<file path="src/rtl/hop_pkg.sv">
// Shared types and constants for the hop-chain self-check monitor.
package hop_pkg;

    typedef enum logic [1:0] {
        IDLE  = 2'd0,
        FILL  = 2'd1,
        CHECK = 2'd2,
        DONE  = 2'd3
    } hop_state_e;

    localparam int HOP_DEFAULT_LATENCY = 3;

    // Widest supported index; narrower monitors take the low bits of the marker.
    localparam int HOP_MAX_CNT_W = 32;
    localparam logic [HOP_MAX_CNT_W-1:0] HOP_IDX_NONE = {HOP_MAX_CNT_W{1'b1}};

endpackage

</file>
<file path="src/rtl/hop_chain_monitor_if.sv">
// Control, stimulus and result bundle between a hop-chain driver and its monitor.
interface hop_chain_monitor_if #(
    parameter int CNT_W = 16,
    parameter int ERR_W = 8
);

    logic             enable;
    logic             abort;
    logic [CNT_W-1:0] run_len;
    logic             stim;
    logic             chain_out;
    logic             busy;
    logic             done;
    logic             pass;
    logic [ERR_W-1:0] err_cnt;
    logic [CNT_W-1:0] first_err_idx;

    modport master (
        output enable, abort, run_len, stim, chain_out,
        input  busy, done, pass, err_cnt, first_err_idx
    );

    modport slave (
        input  enable, abort, run_len, stim, chain_out,
        output busy, done, pass, err_cnt, first_err_idx
    );

endinterface

</file>
<file path="src/rtl/hop_delay_line.sv">
// DEPTH-stage shift register; o_q is i_d from DEPTH cycles earlier.
module hop_delay_line
    import hop_pkg::*;
#(
    parameter int DEPTH = HOP_DEFAULT_LATENCY
) (
    input  logic clock0,
    input  logic rst2,
    input  logic i_d,
    output logic o_q
);

    logic [DEPTH-1:0] r_sh;

    // Shift every cycle regardless of monitor state so the copy is always primed.
    always_ff @(posedge clock0 or negedge rst2) begin
        if (!rst2) begin
            r_sh <= {DEPTH{1'b0}};
        end else begin
            r_sh <= DEPTH'({r_sh, i_d});
        end
    end

    assign o_q = r_sh[DEPTH-1];

endmodule

</file>
<file path="src/rtl/hop_chain_monitor.sv">
// Compares the hop-chain output against a delayed copy of its stimulus over a
// programmable window and reports pass/fail, saturating error count and first failing index.
module hop_chain_monitor
    import hop_pkg::*;
#(
    parameter int LATENCY = HOP_DEFAULT_LATENCY,
    parameter int CNT_W   = 16,
    parameter int ERR_W   = 8
) (
    input logic                clock0,
    input logic                rst2,
    hop_chain_monitor_if.slave bus
);

    localparam logic [CNT_W-1:0] IDX_NONE  = HOP_IDX_NONE[CNT_W-1:0];
    localparam logic [CNT_W-1:0] IDX_ZERO  = {CNT_W{1'b0}};
    localparam logic [CNT_W-1:0] IDX_ONE   = {{(CNT_W-1){1'b0}}, 1'b1};
    localparam logic [ERR_W-1:0] ERR_ZERO  = {ERR_W{1'b0}};
    localparam logic [ERR_W-1:0] ERR_ONE   = {{(ERR_W-1){1'b0}}, 1'b1};
    localparam logic [ERR_W-1:0] ERR_MAX   = {ERR_W{1'b1}};
    localparam logic [3:0]       FILL_LAST = 4'(LATENCY - 1);

    hop_state_e       r_state;
    logic             r_busy;
    logic             r_done;
    logic             r_pass;
    logic [ERR_W-1:0] r_err_cnt;
    logic [CNT_W-1:0] r_first_err_idx;
    logic [CNT_W-1:0] r_run_len;
    logic [CNT_W-1:0] r_idx;
    logic [3:0]       r_fill_cnt;

    logic             w_exp;
    logic             w_mismatch;
    logic [ERR_W-1:0] w_err_next;
    logic             w_last_idx;

    hop_delay_line #(
        .DEPTH (LATENCY)
    ) u_exp_line (
        .clock0 (clock0),
        .rst2   (rst2),
        .i_d    (bus.stim),
        .o_q    (w_exp)
    );

    assign w_last_idx = (r_idx == (r_run_len - IDX_ONE));

    // Mismatch detection and saturating next error count.
    always_comb begin
        w_mismatch = 1'b0;
        w_err_next = r_err_cnt;
        if (r_state == CHECK) begin
            w_mismatch = bus.chain_out ^ w_exp;
        end else begin
            w_mismatch = 1'b0;
        end
        if (w_mismatch && (r_err_cnt != ERR_MAX)) begin
            w_err_next = r_err_cnt + ERR_ONE;
        end else begin
            w_err_next = r_err_cnt;
        end
    end

    // Run-control FSM with registered status and result outputs.
    always_ff @(posedge clock0 or negedge rst2) begin
        if (!rst2) begin
            r_state         <= IDLE;
            r_busy          <= 1'b0;
            r_done          <= 1'b0;
            r_pass          <= 1'b0;
            r_err_cnt       <= ERR_ZERO;
            r_first_err_idx <= IDX_NONE;
            r_run_len       <= IDX_ZERO;
            r_idx           <= IDX_ZERO;
            r_fill_cnt      <= 4'd0;
        end else begin
            case (r_state)
                IDLE, DONE: begin
                    if (bus.enable) begin
                        r_state         <= FILL;
                        r_busy          <= 1'b1;
                        r_done          <= 1'b0;
                        r_pass          <= 1'b0;
                        r_err_cnt       <= ERR_ZERO;
                        r_first_err_idx <= IDX_NONE;
                        r_run_len       <= bus.run_len;
                        r_idx           <= IDX_ZERO;
                        r_fill_cnt      <= 4'd0;
                    end
                end
                FILL: begin
                    if (bus.abort) begin
                        r_state <= IDLE;
                        r_busy  <= 1'b0;
                        r_done  <= 1'b0;
                        r_pass  <= 1'b0;
                    end else if (r_fill_cnt == FILL_LAST) begin
                        if (r_run_len == IDX_ZERO) begin
                            r_state <= DONE;
                            r_busy  <= 1'b0;
                            r_done  <= 1'b1;
                            r_pass  <= (r_err_cnt == ERR_ZERO);
                        end else begin
                            r_state <= CHECK;
                            r_idx   <= IDX_ZERO;
                        end
                    end else begin
                        r_fill_cnt <= r_fill_cnt + 4'd1;
                    end
                end
                CHECK: begin
                    if (bus.abort) begin
                        r_state <= IDLE;
                        r_busy  <= 1'b0;
                        r_done  <= 1'b0;
                        r_pass  <= 1'b0;
                    end else begin
                        r_err_cnt <= w_err_next;
                        // err_cnt never wraps back to zero, so zero means no mismatch yet.
                        if (w_mismatch && (r_err_cnt == ERR_ZERO)) begin
                            r_first_err_idx <= r_idx;
                        end
                        if (w_last_idx) begin
                            r_state <= DONE;
                            r_busy  <= 1'b0;
                            r_done  <= 1'b1;
                            r_pass  <= (w_err_next == ERR_ZERO);
                        end else begin
                            r_idx <= r_idx + IDX_ONE;
                        end
                    end
                end
                default: begin
                    r_state <= IDLE;
                    r_busy  <= 1'b0;
                    r_done  <= 1'b0;
                    r_pass  <= 1'b0;
                end
            endcase
        end
    end

    assign bus.busy          = r_busy;
    assign bus.done          = r_done;
    assign bus.pass          = r_pass;
    assign bus.err_cnt       = r_err_cnt;
    assign bus.first_err_idx = r_first_err_idx;

endmodule

</file>
<file path="src/flat_wrapper.sv">
// flat-port wrapper written by rule: the top's interface ports become plain ports
module hop_chain_monitor_flat import hop_pkg::*;
#(
    parameter int LATENCY = HOP_DEFAULT_LATENCY,
    parameter int CNT_W   = 16,
    parameter int ERR_W   = 8
)
  (clock0, rst2, bus_enable, bus_abort, bus_run_len, bus_stim, bus_chain_out, bus_busy, bus_done, bus_pass, bus_err_cnt, bus_first_err_idx);
  hop_chain_monitor_if #(.CNT_W(CNT_W), .ERR_W(ERR_W)) bus_i ();
  input logic clock0;
  input logic rst2;
  input wire logic [$bits(bus_i.enable)-1:0] bus_enable;
  input wire logic [$bits(bus_i.abort)-1:0] bus_abort;
  input wire logic [$bits(bus_i.run_len)-1:0] bus_run_len;
  input wire logic [$bits(bus_i.stim)-1:0] bus_stim;
  input wire logic [$bits(bus_i.chain_out)-1:0] bus_chain_out;
  output wire logic [$bits(bus_i.busy)-1:0] bus_busy;
  output wire logic [$bits(bus_i.done)-1:0] bus_done;
  output wire logic [$bits(bus_i.pass)-1:0] bus_pass;
  output wire logic [$bits(bus_i.err_cnt)-1:0] bus_err_cnt;
  output wire logic [$bits(bus_i.first_err_idx)-1:0] bus_first_err_idx;
  assign bus_i.enable = bus_enable;
  assign bus_i.abort = bus_abort;
  assign bus_i.run_len = bus_run_len;
  assign bus_i.stim = bus_stim;
  assign bus_i.chain_out = bus_chain_out;
  assign bus_busy = bus_i.busy;
  assign bus_done = bus_i.done;
  assign bus_pass = bus_i.pass;
  assign bus_err_cnt = bus_i.err_cnt;
  assign bus_first_err_idx = bus_i.first_err_idx;
  hop_chain_monitor #(.LATENCY(LATENCY), .CNT_W(CNT_W), .ERR_W(ERR_W)) u_core (.clock0(clock0), .rst2(rst2), .bus(bus_i));
endmodule
</file>
<file path="config.mk">
export PLATFORM = sky130hd
export DESIGN_NAME = hop_chain_monitor_flat
export DESIGN_NICKNAME = d
export VERILOG_FILES = /design/src/rtl/hop_pkg.sv /design/src/rtl/hop_chain_monitor_if.sv /design/src/rtl/hop_delay_line.sv /design/src/rtl/hop_chain_monitor.sv /design/src/flat_wrapper.sv
export SDC_FILE = /design/constraint.sdc
export NUM_CORES = 1
export LEC_CHECK = 0
export ABC_AREA = 1
export BUFFER_PORTS_ARGS = -buffer_cell sky130_fd_sc_hd__buf_2
export CAP_MARGIN = 20
export CORE_MARGIN = 2
export CORE_UTILIZATION = 50
export CTS_BUF_LIST = sky130_fd_sc_hd__clkbuf_2 sky130_fd_sc_hd__clkbuf_4 sky130_fd_sc_hd__clkbuf_8
export CTS_CLUSTER_DIAMETER = 100
export DETAILED_ROUTE_END_ITERATION = 10
export PLACE_DENSITY = 0.7
export SYNTH_ARGS = -nofsm -noshare
export SYNTH_HDL_FRONTEND = slang
export SYNTH_SLANG_ARGS = --single-unit
</file>
<file path="constraint.sdc">
create_clock -name clock0 -period 2.25 [get_ports clock0]
set_input_delay 0.3375 -clock clock0 [delete_from_list [all_inputs] [get_ports clock0]]
set_output_delay 0.3375 -clock clock0 [all_outputs]
set_load 0.05 [all_outputs]
</file>
---- Yosys cells after proc, flatten, opt, wreduce, memory -nomap -nowiden ----
Index checks and enable logic that the tools add are counted.
operators by class
  $add $sub $neg .......................... 4
  equal/unequal tests ..................... 17
  multiplexer cells ....................... 47
  bitwise gates (word level) .............. 1
  reductions and logical operators ........ 16
operators with widths
  kind                     number
  $mux W16                 9
  $pmux W16 S3             1
  $pmux W16 S2             1
  $mux W8                  3
  $mux W1                  19
  $add A16 B1 Y16 const B  1
  $eq A16 B16 Y1           1
  $logic_not A16 Y1        1
  $logic_not A8 Y1         2
  $pmux W8 S2              1
  $sub A16 B1 Y16 const B  1
  $ne A2 B2 Y1 const B     7
  $mux W4                  3
  $reduce_and A4 Y1        3
  $mux W2                  5
  $ne A3 B2 Y1 const B     3
  $pmux W1 S3              3
  $add A8 B1 Y8 const B    1
  $ne A8 B8 Y1 const B     1
  $pmux W4 S2              1
  $pmux W2 S3              1
  $reduce_and A3 Y1        2
  $reduce_and A6 Y1        1
  $add A4 B1 Y4 const B    1
  other kinds (10)         13
word-level totals
  register bits ........................... 68
  input port bits ......................... 22
  output and inout port bits .............. 27
  logic and storage cells ................. 95

---- Longest topological paths before layout ----
  depth in word-level cells ............... 8
  mapped depth ............................ 17
  depth with buffers taken out ............ 16

---- Modules after synthesis ----
A second synthesis with hierarchy kept.
second synthesis, totals
  cell total of the unflattened synthesis .. 583
  area, all modules ....................... 4225.3 um2
by module, submodules not included
  module             instances  cells an instance  area an instance (um2)  sequential area each (um2)
  hop_chain_monitor  1          580                4150.2                  1646.6
  hop_delay_line     1          3                  75.1                    75.1

---- Worst setup path after synthesis ----
Ideal clock, no wire load.
  path type ............................... reg2reg
  from .................................... reg u_core.r_err_cnt[0], in the netlist u_core.bus.err_cnt[0]
  to ...................................... reg u_core.r_pass, in the netlist u_core.bus.pass
  library setup time ...................... 0.077 ns
  arrival time ............................ 2.091 ns
  required time ........................... 2.173 ns
  slack ................................... 0.083 ns
  cell stages (with the launch flop) ...... 14
  buffers on the path ..................... 0
  period minus slack after synthesis ...... 2.167 ns
  cells stage by stage .................... dfrtp_1 > ha_1 > nand2_1 > nor2_1 > nand2_1 > nand2_2 > inv_1 > o21ai_0 > nand2_1 > nor2_1 > nand4_1 > nand2_1 > nand2_1 > o21ai_1
on the way
  word-level cells in the longest chain between the ends .. 7
  elaborated cells between the ends (all ways) .. 12
  those cells by class .................... 1 x add/sub; 1 x eq/ne; 7 x mux; 3 x reduce/logical
ends and longest elaborated chain
  item                                                                   RTL line                  source
  start, declared                                                        hop_chain_monitor.sv:27   logic [ERR_W-1:0] r_err_cnt;
  start signal, assigned                                                 hop_chain_monitor.sv:119  r_err_cnt <= w_err_next;
  parallel branches: the longest is 6 deep, another holds $add A8 B1 Y8  -
  $pmux W1 S3 (*)                                                        hop_chain_monitor.sv:78   case (r_state)
  end signal, assigned                                                   hop_chain_monitor.sv:103  r_pass <= (r_err_cnt == ERR_ZERO);
  end signal, assigned                                                   hop_chain_monitor.sv:128  r_pass <= (w_err_next == ERR_ZERO);
  end, declared                                                          hop_chain_monitor.sv:26   logic r_pass;
Every way passes the cells marked *. The select of a mux whose other input is x is not followed.
A chain may end at the register's enable or synchronous reset.

---- Worst setup path after layout ----
  from .................................... reg u_core.r_run_len[0]
  to ...................................... reg u_core.r_idx[14]
on the way
  word-level cells in the longest chain between the ends .. 4
  elaborated cells between the ends (all ways) .. 6
  those cells by class .................... 1 x add/sub; 3 x eq/ne; 2 x reduce/logical
ends and longest elaborated chain
  item                                    RTL line                  source
  start, declared                         hop_chain_monitor.sv:29   logic [CNT_W-1:0] r_run_len;
  start signal, assigned                  hop_chain_monitor.sv:87   r_run_len <= bus.run_len;
  $sub A16 B1 Y16                         hop_chain_monitor.sv:47   assign w_last_idx = (r_idx == (r_run_len - IDX_ONE));
  $eq A16 B16 Y1                          hop_chain_monitor.sv:47
  $ne A2 B2 Y1 (no source line)           -
  $reduce_and A6 Y1 (no source line) (*)  -
  end signal, assigned                    hop_chain_monitor.sv:130  r_idx <= r_idx + IDX_ONE;
  end, declared                           hop_chain_monitor.sv:30   logic [CNT_W-1:0] r_idx;
Mark *: on every way between the ends. The rest lies on a longest branch, timed or not.

==> metrics.cfg <==
[global_route]
grt_pass1_wl_mm = 18.02
grt_start_max_net_pins = 29
grt_pass1_vias = 3795
track_usage_pct = 23.50
gr-total-overflow = 0
antenna_found_initial = 0

[timing]
fmax_mhz = 461.1
rsz0062_at_grt = true
hold_violations = 0
fin_crit_sh_pct = 96.39
fin_skew_ps = 12.18
tightest_slew_ps = 507.2
slew_viol_final = 0
setup_viol = 0
fin_crit_ps = 2169
relSlewSlack_pct = 66.18
fin_setup_tns_ps = 0

[die]
row_count = 33
initial_core_util_pct = 52.19
die_h_um = 97.08
ioPinCount = 49
core_area_um2 = 8299
die_area_um2 = 9424
die_w_um = 97.08

[detailed_routing]
dr.pass1.iters = 5
wire_per_inst_um = 14.22
ant_nets = 0
drt_iter0_drc = 247
num_vias = 4110
routed_wl_mm = 10.84
drc = 0
vias_per_cell = 5.394

[critical_path]
end_kind = flip-flop
cp.arrival_ps = 2420
critical_path_class = reg2reg
slowest_stage = dfrtp_1
worstPathMaxFanout = 7
slowest_delay_ps = 400
path_delay_family = simple AND/OR/NAND/NOR gates
crit_required_ps = 2500
worstSetupStartpointType = flip-flop
path_cells = inv_2 > buf_4 > nand3_4 > nor2_8 > nand2_1 > nand2_1 > nand4_1 > nor2_2 > nand3_4 > buf_4 > nand4_1 > nand2_1
path_common_cell = nand2_1
critPathBufInv = 3

[finish]
layout-drive-gt1-share_pct = 21.77
final_nets = 683
num_antenna_cells = 0
fillers = 767
final_cells = 762
final_core_util_pct = 61.53
syn_to_final_growth_pct = 17.88

[logic_synthesis]
syn_area_per_cell_um2 = 7.430
synth_edf_count = 0
async_reset_ff_share_pct = 100.0
synth_seq_cells = 68
synthCells = 583
yosysTopAreaCell = dfrtp_1
ys_types = 38
yosys_warnings = 0
synth_ff_type = dfrtp_1
yosys.area.top_type_share_pct = 30.04
ys_seq_area_share_pct = 39.75
syn_nets = 614
yosys-top-cells-area = dfrtp_1 (30%), nand2_1 (12%), dfstp_2 (9.7%)
synth_area_um2 = 4332

[clock_tree]
cts_tree = done
clk_latency_ps = 360
cts_root_buf = clkbuf_8
clkSinkCount = 68
cts_buffers = 9
clk_path_buf_depth = 2
cts.clk_slew.worst_paths_ps = 80
htreeDepth = 3

[placed_design]
dpl.hpwl_mm = 8.020
gp_congestion = 0.9665
placed_cells = 735
io_buffers = 48

[power_and_ir_drop]
ir_drop_v = 0.0004864
leakagePower_nw = 2.571
powerDensity_nw_per_um2 = 1233

[flow_run]
drv_cap = 0

[run_status]
status = finished, final reports clean

[worst_hold_path]
hold_path.class = in2reg

synthesized netlist by cell type, types with 2 or more instances:
cell and instances:
nand3b_1 7, clkbuf_2 2, buf_2 5, a21oi_1 15, a31oi_1 10, nand3_1 41, a21oi_2 2, nand2_1 139
o21ai_0 20, nand4_1 26, clkinv_1 2, nand2_2 4, nand3_4 2, mux2_2 6, nor4_1 3, inv_1 69
dfrtp_1 52, clkbuf_1 8, inv_2 3, nor2_2 3, nor3_1 8, nand3_2 2, xnor2_1 7, dfstp_2 16
o21ai_1 3, nor2_1 76, xor2_1 22, ha_1 9, o22ai_1 12
worst register-to-register path, cell delays in order (launching register included):
cell and delay, ps:
dfrtp_1 400, inv_2 110, buf_4 140, nand3_4 180
nor2_8 200, nand2_1 80, nand2_1 120, nand4_1 160
nor2_2 160, nand3_4 170, buf_4 200, nand4_1 80
nand2_1 60
report_power, final:
part	switching, mW	internal [mW]
combinational	2.24	1.18
sequential	0.313	1.66
clock	0.490	0.419
total	3.04	3.26
path summary, 6_finish.rpt:
check	start	cells after the start	endpoint	slack [ps]
min in group asynchronous	rst2	2	u_core.bus.err_cnt[4]$_DFFE_PN0P_	470
hold / removal	bus_stim	1	u_core.u_exp_line.r_sh[0]$_DFF_PN0_	90
max in group asynchronous	rst2	3	u_core.bus.first_err_idx[8]$_DFFE_PN1P_	1030
setup reg to reg	u_core.r_run_len[0]$_DFFE_PN0P_	12	u_core.r_idx[14]$_DFFE_PN0P_	80
hold reg to reg	u_core.u_exp_line.r_sh[0]$_DFF_PN0_	0	u_core.u_exp_line.r_sh[1]$_DFF_PN0_	350
setup / recovery	u_core.r_run_len[0]$_DFFE_PN0P_	12	u_core.r_idx[14]$_DFFE_PN0P_	80
placed cells by master (no fill, tap or decap), types with 18 or more instances in the layout:
cell / n
xor2_1: 22
buf_2: 48
dfrtp_1: 51
nand4_1: 26
o21ai_0: 18
nor2_1: 74
buf_4: 22
nand2_1: 138
inv_1: 66
nand3_1: 41
state kept, by name, indices dropped and copies added (netlist names):
signal,count
u_core.r_idx,16
u_core.r_state,2
u_core.bus.first_err_idx,16
u_core.u_exp_line.r_sh,3
u_core.r_fill_cnt,4
u_core.bus.done,1
u_core.bus.busy,1
u_core.bus.pass,1
u_core.bus.err_cnt,8
u_core.r_run_len,16
layout make-up:
class	count	area, um^2	share of cell area (%)
well taps	105	131.4	2.573
repair buffers	75	495.5	9.703
flip-flops and latches	68	1723	33.74
clock inverters	5	30.03	0.5881
clock buffers	11	138.9	2.720
multi-input cells	424	2310	45.23
inverters	74	277.8	5.440
cells by family (layout without fill, tap and decap cells):
family | Yosys count | count (layout) | synth area share [%]
and+or+nand+nor | 316 | 317 | 33.62
buffers and inverters | 92 | 165 | 8.434
DFF | 68 | 68 | 39.75
AOI/OAI and AO/OA | 63 | 63 | 8.174
xor gates and xnor gates | 29 | 29 | 5.864
adders and majority gates | 9 | 9 | 2.600
muxes | 6 | 6 | 1.560
stage by stage:
step                      instance area (um^2)  worst slack, ps  power [mW]  hold WS, ps
final                                     5106            81.20       6.296        87.22
after global routing                      5106           -32.62       6.759        77.23
after CTS                                 4947            7.548       6.068        74.39
after detailed placement                  4768            35.48       5.146        337.1
after global placement                    4768            130.8       5.082        319.5
after floorplan                           4332            82.78       4.323        41.91
timing repair:
action,4_1_cts,5_1_grt
resized for setup,0,16
setup buffers,0,9
setup endpoints to repair,0,26
endpoints found under the hold margin,18,0
hold buffers,1,0
metal layers:
metal | GRT usage (%) | vias to the layer above | routed length [um]
li1 | - | 2041 | -
met1 | 32.48 | 1897 | 4921
met2 | 36.70 | 154 | 4951
met3 | 4.388 | 18 | 753
met4 | 9.209 | 0 | 210
met5 | 0 | - | 0
Power figures use the tool's default switching activity.
